--- src/rtl/rmii_tx_pkg.sv ---
// Shared types and constants for the RMII transmit frame sequencer.
package rmii_tx_pkg;

    typedef enum logic [2:0] {
        ST_IDLE,
        ST_PREAMBLE,
        ST_SFD,
        ST_DATA,
        ST_PAD,
        ST_FCS,
        ST_IFG
    } tx_state_e;

    localparam logic [7:0]  PREAMBLE_BYTE = 8'h55;
    localparam logic [7:0]  SFD_BYTE      = 8'hD5;
    localparam logic [31:0] CRC_POLY      = 32'hEDB88320;
    localparam logic [31:0] CRC_INIT      = 32'hFFFFFFFF;
    localparam logic [31:0] CRC_RESIDUE   = 32'hDEBB20E3;

    // One byte step of the reflected IEEE 802.3 CRC-32, LSB of the byte first.
    function automatic logic [31:0] crc32_byte(input logic [31:0] crc_in,
                                               input logic [7:0]  data);
        logic [31:0] c;
        c = crc_in ^ {24'h000000, data};
        for (int i = 0; i < 8; i++) begin
            c = c[0] ? ((c >> 1) ^ CRC_POLY) : (c >> 1);
        end
        return c;
    endfunction

endpackage

--- src/rtl/rmii_crc32.sv ---
// Byte-wide CRC-32 register: CLEAR reloads the seed, ENABLE folds in DATA.
module rmii_crc32
    import rmii_tx_pkg::*;
(
    input  logic        CLK,
    input  logic        RESET,
    input  logic        CLEAR,
    input  logic        ENABLE,
    input  logic [7:0]  DATA,
    output logic [31:0] CRC
);

    // CRC accumulator; CLEAR wins over ENABLE.
    // NOTE: clocked state uses non-blocking assignments so every register
    // samples the pre-edge values and simulation matches the netlist.
    always_ff @(posedge CLK or posedge RESET) begin
        if (RESET) begin
            CRC <= CRC_INIT;
        end else if (CLEAR) begin
            CRC <= CRC_INIT;
        end else if (ENABLE) begin
            CRC <= crc32_byte(CRC, DATA);
        end
    end

endmodule

--- src/rtl/rmii_tx_frame_ctrl.sv ---
// Transmit frame sequencer: preamble, SFD, payload, pad, FCS and inter-frame
// gap, delivered as an unbroken byte stream to the RMII serializer.
module rmii_tx_frame_ctrl
    import rmii_tx_pkg::*;
#(
    parameter int PREAMBLE_BYTES  = 7,
    parameter int MIN_FRAME_BYTES = 60,
    parameter int IFG_BYTES       = 12
) (
    input  logic       CLK,
    input  logic       RESET,
    input  logic       ENABLE,
    input  logic [7:0] S_AXIS_TDATA,
    input  logic       S_AXIS_TVALID,
    input  logic       S_AXIS_TLAST,
    output logic       S_AXIS_TREADY,
    output logic [7:0] M_AXIS_TDATA,
    output logic       M_AXIS_TVALID,
    input  logic       M_AXIS_TREADY,
    output logic       BUSY,
    output logic       FRAME_DONE,
    output logic       UNDERRUN
);

    localparam logic [7:0]  PRE_LAST = 8'(PREAMBLE_BYTES - 1);
    localparam logic [15:0] MIN_CNT  = 16'(MIN_FRAME_BYTES);
    localparam logic [15:0] IFG_LAST = 16'(IFG_BYTES * 4 - 1);

    tx_state_e   state, state_nxt;
    logic        m_valid, hs, fetch_phase, fetch, underrun, start_ok;
    logic [7:0]  idx_cnt;      // byte index inside PREAMBLE / FCS
    logic [15:0] byte_cnt;     // payload + pad bytes sent, saturating
    logic [15:0] byte_cnt_inc;
    logic [15:0] ifg_cnt;
    logic [7:0]  cur_byte;
    logic        cur_last;
    logic        bad_fcs, discard;
    logic        frame_done_q, underrun_q;
    logic [31:0] crc, fcs_word;
    logic [7:0]  fcs_byte, tx_byte;
    logic        crc_clr, crc_en;

    assign m_valid      = (state != ST_IDLE) && (state != ST_IFG);
    assign hs           = m_valid & M_AXIS_TREADY;
    assign fetch_phase  = (state == ST_SFD) || ((state == ST_DATA) && !cur_last);
    // Combinational ready: a payload byte is only taken in a serializer hs cycle,
    // except while draining the rest of an underrun packet.
    assign S_AXIS_TREADY = discard | (M_AXIS_TREADY & fetch_phase);
    assign start_ok     = ENABLE & S_AXIS_TVALID & ~discard;
    assign byte_cnt_inc = (byte_cnt == 16'hFFFF) ? byte_cnt : byte_cnt + 16'd1;
    // A truncated frame carries the raw register, which can never check good.
    assign fcs_word     = bad_fcs ? crc : ~crc;

    assign M_AXIS_TDATA  = tx_byte;
    assign M_AXIS_TVALID = m_valid;
    assign BUSY          = (state != ST_IDLE);
    assign FRAME_DONE    = frame_done_q;
    assign UNDERRUN      = underrun_q;

    // FCS byte select, least significant byte first.
    always_comb begin
        fcs_byte = fcs_word[7:0];
        case (idx_cnt[1:0])
            2'd1:    fcs_byte = fcs_word[15:8];
            2'd2:    fcs_byte = fcs_word[23:16];
            2'd3:    fcs_byte = fcs_word[31:24];
            default: fcs_byte = fcs_word[7:0];
        endcase
    end

    // Next-state, outgoing byte and payload fetch decisions.
    // NOTE: every output of this block gets a default first, so no path can
    // leave a value unassigned and infer a latch.
    always_comb begin
        state_nxt = state;
        tx_byte   = 8'h00;
        fetch     = 1'b0;
        underrun  = 1'b0;
        case (state)
            ST_IDLE: begin
                if (start_ok) state_nxt = ST_PREAMBLE;
            end
            ST_PREAMBLE: begin
                tx_byte = PREAMBLE_BYTE;
                if (hs && (idx_cnt == PRE_LAST)) state_nxt = ST_SFD;
            end
            ST_SFD: begin
                tx_byte = SFD_BYTE;
                if (hs) begin
                    fetch = 1'b1;
                    if (S_AXIS_TVALID) begin
                        state_nxt = ST_DATA;
                    end else begin
                        underrun  = 1'b1;
                        state_nxt = ST_FCS;
                    end
                end
            end
            ST_DATA: begin
                tx_byte = cur_byte;
                if (hs) begin
                    if (cur_last) begin
                        state_nxt = (byte_cnt_inc < MIN_CNT) ? ST_PAD : ST_FCS;
                    end else begin
                        fetch = 1'b1;
                        if (!S_AXIS_TVALID) begin
                            underrun  = 1'b1;
                            state_nxt = ST_FCS;
                        end
                    end
                end
            end
            ST_PAD: begin
                tx_byte = 8'h00;
                if (hs && (byte_cnt_inc >= MIN_CNT)) state_nxt = ST_FCS;
            end
            ST_FCS: begin
                tx_byte = fcs_byte;
                if (hs && (idx_cnt[1:0] == 2'd3)) state_nxt = ST_IFG;
            end
            ST_IFG: begin
                // Leaving straight for PREAMBLE keeps back-to-back frames exactly
                // IFG_BYTES byte times apart and on the serializer's byte phase.
                if (ifg_cnt == 16'd0) state_nxt = start_ok ? ST_PREAMBLE : ST_IDLE;
            end
            default: state_nxt = ST_IDLE;
        endcase
    end

    // State register.
    always_ff @(posedge CLK or posedge RESET) begin
        if (RESET) state <= ST_IDLE;
        else       state <= state_nxt;
    end

    // Frame counters: byte index, payload+pad count and gap timer.
    always_ff @(posedge CLK or posedge RESET) begin
        if (RESET) begin
            idx_cnt  <= 8'd0;
            byte_cnt <= 16'd0;
            ifg_cnt  <= IFG_LAST;
        end else begin
            if (state_nxt != state) idx_cnt <= 8'd0;
            else if (hs)            idx_cnt <= idx_cnt + 8'd1;

            if (state == ST_PREAMBLE)                               byte_cnt <= 16'd0;
            else if (hs && ((state == ST_DATA) || (state == ST_PAD))) byte_cnt <= byte_cnt_inc;

            // Held at full length outside IFG so each IFG entry restarts it.
            if (state != ST_IFG)      ifg_cnt <= IFG_LAST;
            else if (ifg_cnt != 16'd0) ifg_cnt <= ifg_cnt - 16'd1;
        end
    end

    // Payload holding byte, underrun/discard flags and status pulses.
    always_ff @(posedge CLK or posedge RESET) begin
        if (RESET) begin
            cur_byte     <= 8'h00;
            cur_last     <= 1'b0;
            bad_fcs      <= 1'b0;
            discard      <= 1'b0;
            frame_done_q <= 1'b0;
            underrun_q   <= 1'b0;
        end else begin
            if (fetch && S_AXIS_TVALID) begin
                cur_byte <= S_AXIS_TDATA;
                cur_last <= S_AXIS_TLAST;
            end

            if (state == ST_PREAMBLE) bad_fcs <= 1'b0;
            else if (underrun)        bad_fcs <= 1'b1;

            if (underrun)                                     discard <= 1'b1;
            else if (discard && S_AXIS_TVALID && S_AXIS_TLAST) discard <= 1'b0;

            frame_done_q <= (state == ST_FCS) && (state_nxt == ST_IFG);
            underrun_q   <= underrun;
        end
    end

    rmii_crc32 u_crc (
        .CLK    (CLK),
        .RESET  (RESET),
        .CLEAR  (crc_clr),
        .ENABLE (crc_en),
        .DATA   (tx_byte),
        .CRC    (crc)
    );

    assign crc_clr = (state == ST_PREAMBLE);
    assign crc_en  = hs && ((state == ST_DATA) || (state == ST_PAD));

endmodule
--- config.mk ---
export PLATFORM = sky130hd
export DESIGN_NAME = rmii_tx_frame_ctrl
export DESIGN_NICKNAME = d
export VERILOG_FILES = /design/src/rtl/rmii_tx_pkg.sv /design/src/rtl/rmii_crc32.sv /design/src/rtl/rmii_tx_frame_ctrl.sv
export SDC_FILE = /design/constraint.sdc
export NUM_CORES = 1
export LEC_CHECK = 0
export ABC_AREA = 1
export BUFFER_PORTS_ARGS = -buffer_cell sky130_fd_sc_hd__buf_2
export CORE_MARGIN = 5
export CORE_UTILIZATION = 56
export CTS_CLUSTER_SIZE = 25
export DETAILED_ROUTE_END_ITERATION = 7
export HOLD_SLACK_MARGIN = 0.02
export PLACE_DENSITY = 0.74
export SLEW_MARGIN = 25
export SYNTH_ARGS = -nofsm -noshare
export SYNTH_HDL_FRONTEND = slang
export SYNTH_SLANG_ARGS = --single-unit
--- constraint.sdc ---
create_clock -name CLK -period 4.7 [get_ports CLK]
set_input_delay 0.705 -clock CLK [delete_from_list [all_inputs] [get_ports CLK]]
set_output_delay 0.705 -clock CLK [all_outputs]
set_load 0.01 [all_outputs]
; ---- After elaboration in Yosys (flattened, before gate mapping)
; Cells that the tools add are included.
; Widths: inputs -> output; s select.
[word_totals]
output_inout_bits = 13
reg_bits = 88
input_bits = 14
elab_cells = 114
[classes]
eq_ne = 14
order_cmp = 2
add_sub_neg = 3
reduce_logical = 22
n_bitwise = 16
muxes = 46
[ops]
columns = cell, n
row1 = $mux 32, 11
row2 = $not 13->14, 8
row3 = $mux 16, 5
row4 = $not 32->32, 1
row5 = $pmux 8 s4, 1
row6 = $xor 32x8->32, 1
row7 = $mux 3, 10
row8 = $pmux 8 s3, 1
row9 = $pmux 3 s7, 1
row10 = $add 16x1->16 const B, 1
row11 = $eq 16x16->1 const B, 1
row12 = $ge 16x6->1 const B, 1
row13 = $logic_not 16->1, 1
row14 = $lt 16x6->1 const B, 1
row15 = $mux 8, 2
row16 = $reduce_bool 16->1, 1
row17 = $sub 16x1->16 const B, 1
row18 = $mux 1, 13
row19 = $eq 3x3->1 const B, 4
row20 = $logic_and 1x1->1, 10
row21 = $reduce_bool 2->1, 5
row22 = $add 8x1->8 const B, 1
row23 = $eq 8x3->1 const B, 1
row24 = $eq 3x2->1 const B, 2
row25 = 13 further kinds, 19

; ---- Longest topological paths before layout
; Gate-level depths: netlist (run 1).
[logic_depth]
word_depth = 23
mapped_depth = 20
depth_no_buf = 19

; ---- Hierarchy
; Synthesis (run 1) repeated with hierarchy kept, for this count alone.
[hier_totals]
hier_cells = 872
area_unflattened_um2 = 6236.0
[by_module_without_submodules]
columns = mod, area_each_um2, cells_each, seq_area_each_um2, n_inst
row1 = rmii_tx_frame_ctrl, 3837.4, 535, 1407.6, 1
row2 = rmii_crc32, 2398.6, 337, 840.8, 1

; ---- Worst setup path before layout (run 1)
; Ideal clock, no wire load.
[synth_path]
path_kind = register -> register
from = register idx_cnt[0]
to = register u_crc.CRC[20]
stages_incl_launch_ff = 21
setup_slack_ps = 2322
setup_ps = 85
t_arrival_ps = 2293
required_time_ps = 4615
synth_period_minus_slack_ps = 2378
path_buffers = 1
path_cell_list = dfrtp_1 inv_1 ha_1 buf_2 clkinv_1 a21oi_1 o21ai_0 nand2_1 inv_1 nand2_1 nand2_1 nand2_1 nand2_1 nand2_1 nand2_1 nand2_1 nand2_1 nor2_2 nand2_1 nand3_1 o21ai_1
[synth_between]
word_cells_on_any_way = 22
cone_classes = 3 x eq/ne / 12 x mux / 7 x bitwise
[synth_lines]
columns = element, line
row1 = start: declaration, rmii_tx_frame_ctrl.sv:31  ; logic [7:0] idx_cnt;
row2 = start signal: assignment, rmii_tx_frame_ctrl.sv:144  ; else if (hs) idx_cnt <= idx_cnt + 8'd1;
row3 = $eq 2x2->1 or $eq 2x1->1 (tied branches), rmii_tx_frame_ctrl.sv:63  ; case (idx_cnt[1:0])
row4 = $pmux 8 s3 (*), rmii_tx_frame_ctrl.sv:63
row5 = $pmux 8 s4 (*), rmii_tx_frame_ctrl.sv:79  ; case (state)
row6 = via M_AXIS_TDATA[6], rmii_tx_frame_ctrl.sv:17  ; output logic [7:0] M_AXIS_TDATA,
row7 = $xor 32x8->32 (*), rmii_tx_pkg.sv:24  ; c = crc_in ^ {24'h000000, data};
row8 = $not 13->14 (no source line), -
row9 = $mux 32 (*) (7 in series), rmii_tx_pkg.sv:26  ; c = c[0] ? ((c >> 1) ^ CRC_POLY) : (c >> 1);
row10 = $not 13->14 (no source line), -
row11 = $mux 32 (*), rmii_tx_pkg.sv:26
row12 = $mux 32 (*), rmii_crc32.sv:21  ; end else if (ENABLE) begin
row13 = $mux 32 (*), rmii_crc32.sv:19  ; end else if (CLEAR) begin
row14 = end signal: assignment, rmii_crc32.sv:22  ; CRC <= crc32_byte(CRC, DATA);
row15 = end: declaration, rmii_crc32.sv:10  ; output logic [31:0] CRC
; The timed path passes the listed nets; every way through them passes the cells marked *. The select of a mux whose other input is x is not followed.
; A chain may end at the register's enable or synchronous reset.

; ---- Final worst setup path (run 1)
[layout_path]
from = register state[1]
to = register byte_cnt[1]
[layout_between]
elab_chain_len = 5
word_cells_on_any_way = 11
cone_classes = 4 x eq/ne / 1 x mux / 1 x bitwise / 5 x reduce/logical
[layout_lines]
columns = element, line
row1 = start: declaration, rmii_tx_frame_ctrl.sv:29  ; tx_state_e state, state_nxt;
row2 = start signal: assignment, rmii_tx_frame_ctrl.sv:133  ; else state <= state_nxt;
row3 = $ne 3x3->1 or $reduce_bool 3->1 (tied branches), rmii_tx_frame_ctrl.sv:43  ; assign m_valid = (state != ST_IDLE) && (state != ST_IFG);
row4 = $logic_and 1x1->1, rmii_tx_frame_ctrl.sv:43
row5 = $and 1x1->1, rmii_tx_frame_ctrl.sv:44  ; assign hs = m_valid & M_AXIS_TREADY;
row6 = $logic_and 1x1->1, rmii_tx_frame_ctrl.sv:147  ; else if (hs && ((state == ST_DATA) || (state == ST_PAD))) byte_cnt <= byte_cnt_inc;
row7 = $reduce_bool 2->1 (no source line), -
row8 = end signal: assignment, rmii_tx_frame_ctrl.sv:147
row9 = end: declaration, rmii_tx_frame_ctrl.sv:32  ; logic [15:0] byte_cnt;
; Several ways; a longest one is shown, not always the timed one.

==> flow_summary.toml, run 1 <==
[critical_path]
crit_type = "register to register"
arrival_ns = 3.68
crit_start = "state[1]"
r2r_end = "byte_cnt[1]"
r2r_slack_ns = 1.27
critPathMaxFanout = 26
worstSetupEndpointType = "register"
crit_path_start_kind = "register"
r2r-start = "state[1]"
crit_required_ns = 4.95
worstSetupEndpoint = "byte_cnt[1]"
r2r_cells = 14

[power]
power_leakage_nw = 3.47
max-vdd-ir-drop_uv = 391
powerDensity_mw_per_mm2 = 820

[placed_design]
routabilityCongestion = 0.915
placed_cell_area_mm2 = 0.00640
place_ws_ns = 1.34
hpwlAfterDp_um = 11800
numPlacedInstances = 1056
io_buffers = 26

[timing]
fin_crit_sh_pct = 72.9
setup_ws_ns = 1.27
fin_crit_ns = 3.43
fmaxAchievable_mhz = 292
slew_headroom_pct = 48.6
finalHoldViolations = 0
clock_skew_ns = 0.0110
report.final.slew_viol_count = 0
finalSetupViolCount = 0
worst_slew_pin_slew_ns = 0.766
rsz0062_at_grt = "false"
holdWs_ns = 0.435
fin_setup_tns_ns = 0

[final_layout]
drive_above_1_share_pct = 12.9
design_area_mm2 = 0.00656
final_nets = 947
fillers = 1012
finalNonFillerCells = 1072
n_antenna_cell = 0
areaGrowthSynthToFinish_pct = 6.43

[detailed_routing]
postRouteWirelength_um = 16100
dr.pass1.iters = 5
viasPerCell = 5.48
drt_iter0_markers = 578
vias = 5871
wl_per_cell_um = 15.1
ant_nets = 0
drc = 0

[synth]
syn_nets = 926
synth_edf_count = 0
synth_common_cells = "279 x nand2_1, 123 x inv_1, 108 x nand3_1, 58 x nor2_1, 51 x dfrtp_1"
ys.flop_type = "dfrtp_1"
synth.area.top_cells = "dfrtp_1 21%, nand2_1 17%, dfstp_2 16%"
async_flop_share_pct = 100
syn_inst = 906
yosysMostFrequentCell = "nand2_1"
yosys.area.top_type_share_pct = 20.7
ys_seq_area_share_pct = 36.5
avgSynthCellArea_um2 = 6.81
yosys.area.top_type = "dfrtp_1"
synth_cell_type_count = 45
ys_ff_latch = 88
yosysWarningCount = 0
synth_area_mm2 = 0.00617

[clock_network]
cts_resized = 0
cts-hold-fix-buffers = 0
cts.sinks = 88
numCtsBuffers = 9
post_cts_buffers = 0
htreeDepth = 3
cts_buffer_depth = 2
clkTransAtPathRegs_ns = 0.09
cts_tree = "built"
root_buffer = "clkbuf_8"
clk_latency_ns = 0.39

[outcome]
status = "completed"

[die]
die_area_mm2 = 0.0132
io_pins = 27
die_y_um = 115
core-area_mm2 = 0.0108
fp.dieW_um = 115
core.rowCount = 38
initial_utilization_pct = 57.1

[global_route]
antenna_found_initial = 0
grt_overflow_total = 0
grt_pass1_wl_um = 26500
grt_start_max_net_pins = 60
grtUsageTotal_pct = 25.3
grt_pass1_vias = 5332

[min_path]
hold_path.class = "input port to async pin"

[run]
cap_violations = 0
-- sequential cells by signal (all words and copies together) (netlist names) --
register / cells
cur_last: 1
idx_cnt: 8
cur_byte: 8
bad_fcs: 1
discard: 1
FRAME_DONE: 1
u_crc.CRC: 32
ifg_cnt: 16
UNDERRUN: 1
state: 3
byte_cnt: 16
-- worst min path at each step --
stage                     start           to  slack, ns
floorplan           ifg_cnt[11]  ifg_cnt[11]       0.46
global placement     ifg_cnt[6]   ifg_cnt[6]       0.48
detailed placement   ifg_cnt[6]   ifg_cnt[6]       0.48
CTS                  ifg_cnt[6]   ifg_cnt[6]       0.50
global route              RESET     UNDERRUN       0.48
finish                    RESET   ifg_cnt[6]       0.44
-- where the power goes --
group | leakage, nW | switching, mW | internal, mW
sequential | 1.09 | 0.202 | 1.05
clock | 0.0797 | 0.291 | 0.193
combinational | 2.31 | 2.52 | 1.13
-- kinds of logic after synthesis --
kind of cell,share of synthesized area [%]
multiplexers,1.46
adder cells (fa/ha/maj),1.22
XOR/XNOR,6.21
AO/OA/AOI/OAI,10.2
buffers and inverters,10.1
AND/OR/NAND/NOR,34.3
flip-flops,36.5
-- critical path, cell delays in order (launching register included) --
cell      delay (ns)
dfrtp_1         0.44
inv_2           0.12
nor2_2          0.05
inv_1           0.12
nor2_4          0.08
inv_1           0.11
nand2_1         0.06
nand2_1         0.05
buf_4           0.28
inv_1           0.39
nor2_1          0.25
clkinv_1        0.64
buf_4           0.48
a21oi_1         0.15
a211oi_1        0.06
-- routing by layer --
layer	vias up	GRT usage, %	wire (um)
li1	2936	-	-
met1	2684	35.4	7220
met2	221	38.6	7270
met3	30	5.26	1300
met4	0	9.86	348
met5	-	0	0
-- through the flow --
stage | util, % | power, mW
after floorplan | - | 3.91
after global placement | 59.3 | 4.81
after detailed placement | 59.3 | 4.82
after CTS | 60.8 | 5.32
after global routing | 60.8 | 5.83
final | 60.8 | 5.38
-- final cells by class --
cell class / instances / area [um^2] / share of cell area [%]
multi-input cells: 662 / 3290 / 50.2
flip-flops and latches: 88 / 2250 / 34.3
inverters: 134 / 505 / 7.70
repair buffers: 32 / 175 / 2.67
well taps: 140 / 175 / 2.67
clock buffers: 11 / 131 / 2.00
clock inverters: 5 / 33.8 / 0.515
-- placed cells by master, fill, tap and decap left out, types with 2 or more instances in the layout --
master / Yosys / final
clkinv_1: 5 / 5
nand3_1: 108 / 108
o21ai_0: 40 / 40
a21oi_1: 27 / 27
o21bai_1: 3 / 3
a211oi_1: 2 / 2
xor2_1: 38 / 38
dfrtp_1: 51 / 51
dfstp_2: 37 / 37
o22ai_1: 23 / 23
xor2_2: 2 / 2
clkbuf_8: 0 / 9
o21ai_1: 9 / 9
buf_4: 5 / 6
xnor2_1: 2 / 2
inv_2: 6 / 6
nand4_1: 8 / 8
a22oi_1: 2 / 2
mux2_2: 8 / 8
nor3_1: 15 / 15
nand2_1: 279 / 279
buf_2: 4 / 26
clkinv_2: 0 / 2
clkinvlp_4: 0 / 2
nand3b_1: 2 / 2
ha_1: 6 / 6
clkbuf_1: 10 / 2
or2_2: 2 / 2
nor2_2: 3 / 3
nand2_2: 11 / 11
inv_1: 123 / 122
nor2_1: 58 / 58
Power figures use the tool's default switching activity.
==> run 2, diff against run 1 <==
PLACE_DENSITY = 0.76   (was 0.74)
clock period = 3.05 ns   (was 4.7 ns; I/O delays follow)
==> run 2 against run 1 <==
  * Final area up 1.7%
  * Largest cell class unchanged
  * Combinational power up 59%
  * Critical path depth up 5
  * Setup slack worse by 0.98 ns
  * Final cell count up 1.1%
  * Sequential power up 53%
  * Largest power group unchanged
  * Utilization up 1.0 points
  * Maximum frequency up 25%
==> flow_summary.toml, run 2 (same netlist as run 1, synthesis figures left out) <==
[outcome]
status = "completed"

[final_layout]
layout_commonest_cell = "nand2_1"
n_antenna_cell = 0
fillers = 1006
largest_register_ffs = 32
final_nets = 959
ff_latch_area_mm2 = 0.00225
areaGrowthSynthToFinish_pct = 8.22
layout_common_cells = "279 x nand2_1, 122 x inv_1, 108 x nand3_1, 58 x nor2_1, 51 x dfrtp_1"
top_register = "u_crc.CRC"
top_regs = "u_crc.CRC (32), byte_cnt (16), ifg_cnt (16)"
multi_input_area_mm2 = 0.00329
fin_util_pct = 61.8
finalNonFillerCells = 1084
drive_above_1_share_pct = 14.0

[detailed_routing]
wl_per_cell_um = 15.0
ant_nets = 0
vias = 5986
dr.pass1.iters = 5
viasPerCell = 5.52
drt_iter0_markers = 558
postRouteWirelength_um = 16300
drc = 0

[placed_design]
hpwlAfterDp_um = 11900
routabilityCongestion = 0.955
io_buffers = 26
numPlacedInstances = 1068

[power]
power_mw = 8.48
powerDensity_mw_per_mm2 = 1270
max-vdd-ir-drop_uv = 704
power_leakage_nw = 3.54

[min_path]
hold_path.class = "input port to async pin"

[clock_network]
cts_tree = "built"
clkTransAtPathRegs_ns = 0.09
root_buffer = "clkbuf_8"
cts_resized = 0
clk_latency_ns = 0.38
cts.sinks = 88
cts_buffer_depth = 2
cts-hold-fix-buffers = 0
numCtsBuffers = 9
htreeDepth = 3
post_cts_buffers = 0

[global_route]
grtUsageTotal_pct = 26.0
grt_overflow_total = 0
grt_start_max_net_pins = 41
antenna_found_initial = 0
grt_pass1_wl_um = 27200
grt_pass1_vias = 5465

[timing]
fin_crit_sh_pct = 90.2
slew_headroom_pct = 56.0
report.final.slew_viol_count = 0
rsz0062_at_grt = "false"
fin_crit_ns = 2.75
finalSetupViolCount = 0
fin_setup_tns_ns = 0
fmaxAchievable_mhz = 364
worst_slew_pin_slew_ns = 0.659
clock_skew_ns = 0.0111
finalHoldViolations = 0

[critical_path]
worst_path_largest_cell_delay_ns = 0.42
arrival_ns = 3.08
crit_chain = "inv_1 -> ha_1 -> clkinv_1 -> buf_4 -> a21oi_1 -> o21ai_1 -> nand2_1 -> inv_1 -> o21ai_1 -> nand2_1 -> nand2_1 -> nand2_4 -> inv_1 -> xor2_1 -> inv_1 -> nand2_1 -> nand3_1 -> nand2_1 -> inv_1"
worstSetupEndpointType = "register"
cp_top_family = "buffers and inverters"
crit_path_top_delay_cell = "dfrtp_1"
crit_type = "register to register"
cp_num_buf_inv = 7
crit_path_start_kind = "register"
crit_required_ns = 3.38
critPathMaxFanout = 9

[die]
io_pins = 27
fp.dieW_um = 115
initial_utilization_pct = 57.1
core-area_mm2 = 0.0108
die_y_um = 115
die_area_mm2 = 0.0132
core.rowCount = 38

[run]
cap_violations = 0
[run 2: cell count changes in the layout (fill, tap and decap cells not counted), sizes merged]
cell    change
inv         -1
clkbuf      +1
buf        +12
[run 2: worst reg2reg max path: cells and delay by family, from the launching register on]
family	cells	cell delay [ns]
buffers and inverters	7	0.89
AO/OA/AOI/OAI	3	0.27
XOR/XNOR	1	0.24
AND/OR/NAND/NOR	7	0.69
flip-flops	1	0.42
adder cells (fa/ha/maj)	1	0.18
[run 2: layout make-up]
class	instances	area share, %
clock buffers	12	2.18
inverters	134	7.56
clock inverters	4	0.431
flip-flops and latches	88	33.7
well taps	140	2.63
multi-input cells	662	49.4
repair buffers	44	4.16
[run 2: metal layers]
metal,vias to the layer above,routed length (um),GRT usage (%)
met5,-,0,0
met4,0,391,9.94
met1,2767,7460,37.4
li1,2972,-,-
met3,30,1210,3.47
met2,217,7200,40.1
[run 2: stage by stage]
stage	area (um^2)	hold slack [ns]	worst slack [ns]
floorplan	6170	0.456	0.375
finish	6670	0.132	0.299
global route	6670	0.182	0.0223
global placement	6500	0.479	0.395
detailed placement	6500	0.481	0.354
CTS	6670	0.148	0.306
[run 2: final timing paths]
path                            startpoint            end  slack [ns]  depth (start not counted)
setup / recovery                idx_cnt[0]  u_crc.CRC[17]        0.30                         19
hold / removal                       RESET    byte_cnt[8]        0.13                          2
setup reg to reg                idx_cnt[0]  u_crc.CRC[17]        0.30                         19
hold reg to reg                 ifg_cnt[6]     ifg_cnt[6]        0.50                          1
max in group asynchronous            RESET   u_crc.CRC[2]        2.07                          3
min in group CLK           S_AXIS_TDATA[4]    cur_byte[4]        0.30                          2
[run 2: report_power, final]
| part | total [mW] | leakage [nW] | switching [mW] | internal (mW) |
|---|---|---|---|---|
| Clock | 0.774 | 0.0830 | 0.453 | 0.321 |
| Sequential | 1.91 | 1.09 | 0.291 | 1.62 |
| Combinational | 5.79 | 2.37 | 3.93 | 1.86 |
==> run 3, diff against run 2 <==
CORE_UTILIZATION = 30   (was 56)
CTS_BUF_LIST = sky130_fd_sc_hd__clkbuf_8   (was default)
PLACE_DENSITY = default   (was 0.76)
==> run 3 against run 2 <==
  * Register-to-register slack got worse by 0.02 ns
  * Count of clock-buffer cells in the layout fell by 3
  * Flip-flop and latch count did not move
  * Clock skew fell by 0.0012 ns
  * Critical endpoint is now u_crc.CRC[24]
  * Sequential power barely moved
  * Non-clock buffer count rose by 4
  * Final cell count rose by 12%
  * Sequential share of layout area fell by 1.1 points
  * Power rose by 1.9%
  * Largest cell class unchanged
  * Critical path depth fell by 1
==> flow_summary.toml, run 3 (same netlist as run 1, synthesis figures left out) <==
[outcome]
status = "completed"

[critical_path]
cp_common_cell = "nand2_1"
crit_chain = "inv_1 -> ha_1 -> nand3_1 -> nand2_1 -> o21bai_1 -> nand2_1 -> nand2_1 -> nand2_2 -> buf_4 -> nand2_1 -> nand2_1 -> nand2_1 -> nand2_1 -> nand2_1 -> nand2_1 -> nand2_1 -> nand3_1 -> nand2_1"
crit_type = "register to register"
worstSetupEndpointType = "register"
crit_path_top_delay_cell = "ha_1"
cp_top_family = "simple AND/OR/NAND/NOR gates"
arrival_ns = 3.09
critPathMaxFanout = 9
crit_path_start_kind = "register"
worst_path_largest_cell_delay_ns = 0.46
cp_num_buf_inv = 2
crit_required_ns = 3.37

[placed_design]
hpwlAfterDp_um = 12900
placed_cell_area_mm2 = 0.00668
numPlacedInstances = 1202
io_buffers = 26
routabilityCongestion = 0.917

[final_layout]
fillers = 2160
finalNonFillerCells = 1218
design_area_mm2 = 0.00689
fin_util_pct = 34.0
top_register = "u_crc.CRC"
layout_common_cells = "279 x nand2_1, 122 x inv_1, 107 x nand3_1, 58 x nor2_1, 51 x dfrtp_1"
largest_register_ffs = 32
final_nets = 963
drive_above_1_share_pct = 14.7
ff_latch_area_mm2 = 0.00225
n_antenna_cell = 0
top_regs = "u_crc.CRC (32), byte_cnt (16), ifg_cnt (16)"
areaGrowthSynthToFinish_pct = 11.7
multi_input_area_mm2 = 0.00330
layout_commonest_cell = "nand2_1"

[clock_network]
root_buffer = "clkbuf_8"
cts.sinks = 88
htreeDepth = 3
cts-hold-fix-buffers = 0
clkTransAtPathRegs_ns = 0.10
numCtsBuffers = 9
cts_buffer_depth = 2
cts_tree = "built"
clk_latency_ns = 0.39

[detailed_routing]
postRouteWirelength_um = 17500
wl_per_cell_um = 14.4
drt_iter0_markers = 390
vias = 5920
ant_nets = 0
dr.pass1.iters = 5
drc = 0
viasPerCell = 4.86

[global_route]
antenna_found_initial = 0
grt_overflow_total = 0
grtUsageTotal_pct = 15.1
grt_start_max_net_pins = 43
grt_pass1_vias = 5568
grt_pass1_wl_um = 29200

[power]
power_leakage_nw = 3.57
max-vdd-ir-drop_uv = 521
powerDensity_mw_per_mm2 = 1250

[die]
die_area_mm2 = 0.0235
die_y_um = 153
io_pins = 27
core-area_mm2 = 0.0202
core.rowCount = 52
initial_utilization_pct = 30.5
fp.dieW_um = 153

[timing]
fin_setup_tns_ns = 0
fmaxAchievable_mhz = 361
fin_crit_ns = 2.77
clock_skew_ns = 0.00989
report.final.slew_viol_count = 0
slew_headroom_pct = 60.2
fin_crit_sh_pct = 90.8
finalHoldViolations = 0
finalSetupViolCount = 0
rsz0062_at_grt = "false"
worst_slew_pin_slew_ns = 0.593

[min_path]
hold_path.class = "input port to async pin"

[run]
cap_violations = 0
run 3: cell count changes in the layout (fill, tap and decap cells not counted), moves of 2 or more:
cell / previous run / this run
buf_4: 17 / 22
clkbuf_1: 2 / 0
clkinv_2: 2 / 0
clkinv_4: 0 / 2
clkinvlp_4: 2 / 0
inv_8: 0 / 2
run 3: cell type report:
type / count / area share, %
inverters: 134 / 7.34
well taps: 270 / 4.90
repair buffers: 48 / 4.29
multi-input cells: 662 / 48.0
clock inverters: 7 / 1.07
flip-flops and latches: 88 / 32.6
clock buffers: 9 / 1.80
run 3: repair_timing:
action | in CTS | in global routing
endpoints found under the setup margin | 0 | 13
resized for setup | 0 | 2
buffers inserted | 0 | 0
endpoints found under the hold margin | 0 | 0
run 3: final timing paths:
path | endpoint | slack [ns] | from | cells after the start
worst max-delay path | u_crc.CRC[24] | 0.28 | idx_cnt[0] | 18
max in group asynchronous | u_crc.CRC[9] | 2.22 | RESET | 3
min in group CLK | cur_byte[4] | 0.29 | S_AXIS_TDATA[4] | 2
worst min register to register | ifg_cnt[11] | 0.51 | ifg_cnt[11] | 1
worst min-delay path | byte_cnt[9] | 0.11 | RESET | 2
worst max register to register | u_crc.CRC[24] | 0.28 | idx_cnt[0] | 18
run 3: per-layer routing:
layer	wire, um	part of all wire, %	vias up	global-route usage (%)
met5	0	0	-	0
met4	269	1.5	0	3.95
met3	780	4.5	21	2.01
met2	8180	47	158	24.7
met1	8290	47	2770	21.2
li1	-	-	2971	-
run 3: report_power, final:
part           total, mW  internal [mW]  switching (mW)  leakage (nW)
sequential          1.89           1.61           0.279          1.09
combinational       5.90           1.87            4.03          2.38
clock              0.841          0.323           0.518         0.101
run 3: metrics by stage:
stage	power [mW]	hold WS (ns)	worst slack, ns
floorplan	6.03	0.456	0.375
global placement	7.66	0.479	0.399
detailed placement	7.69	0.481	0.324
CTS	8.56	0.143	0.307
global route	9.43	0.174	0.00600
finish	8.63	0.108	0.280
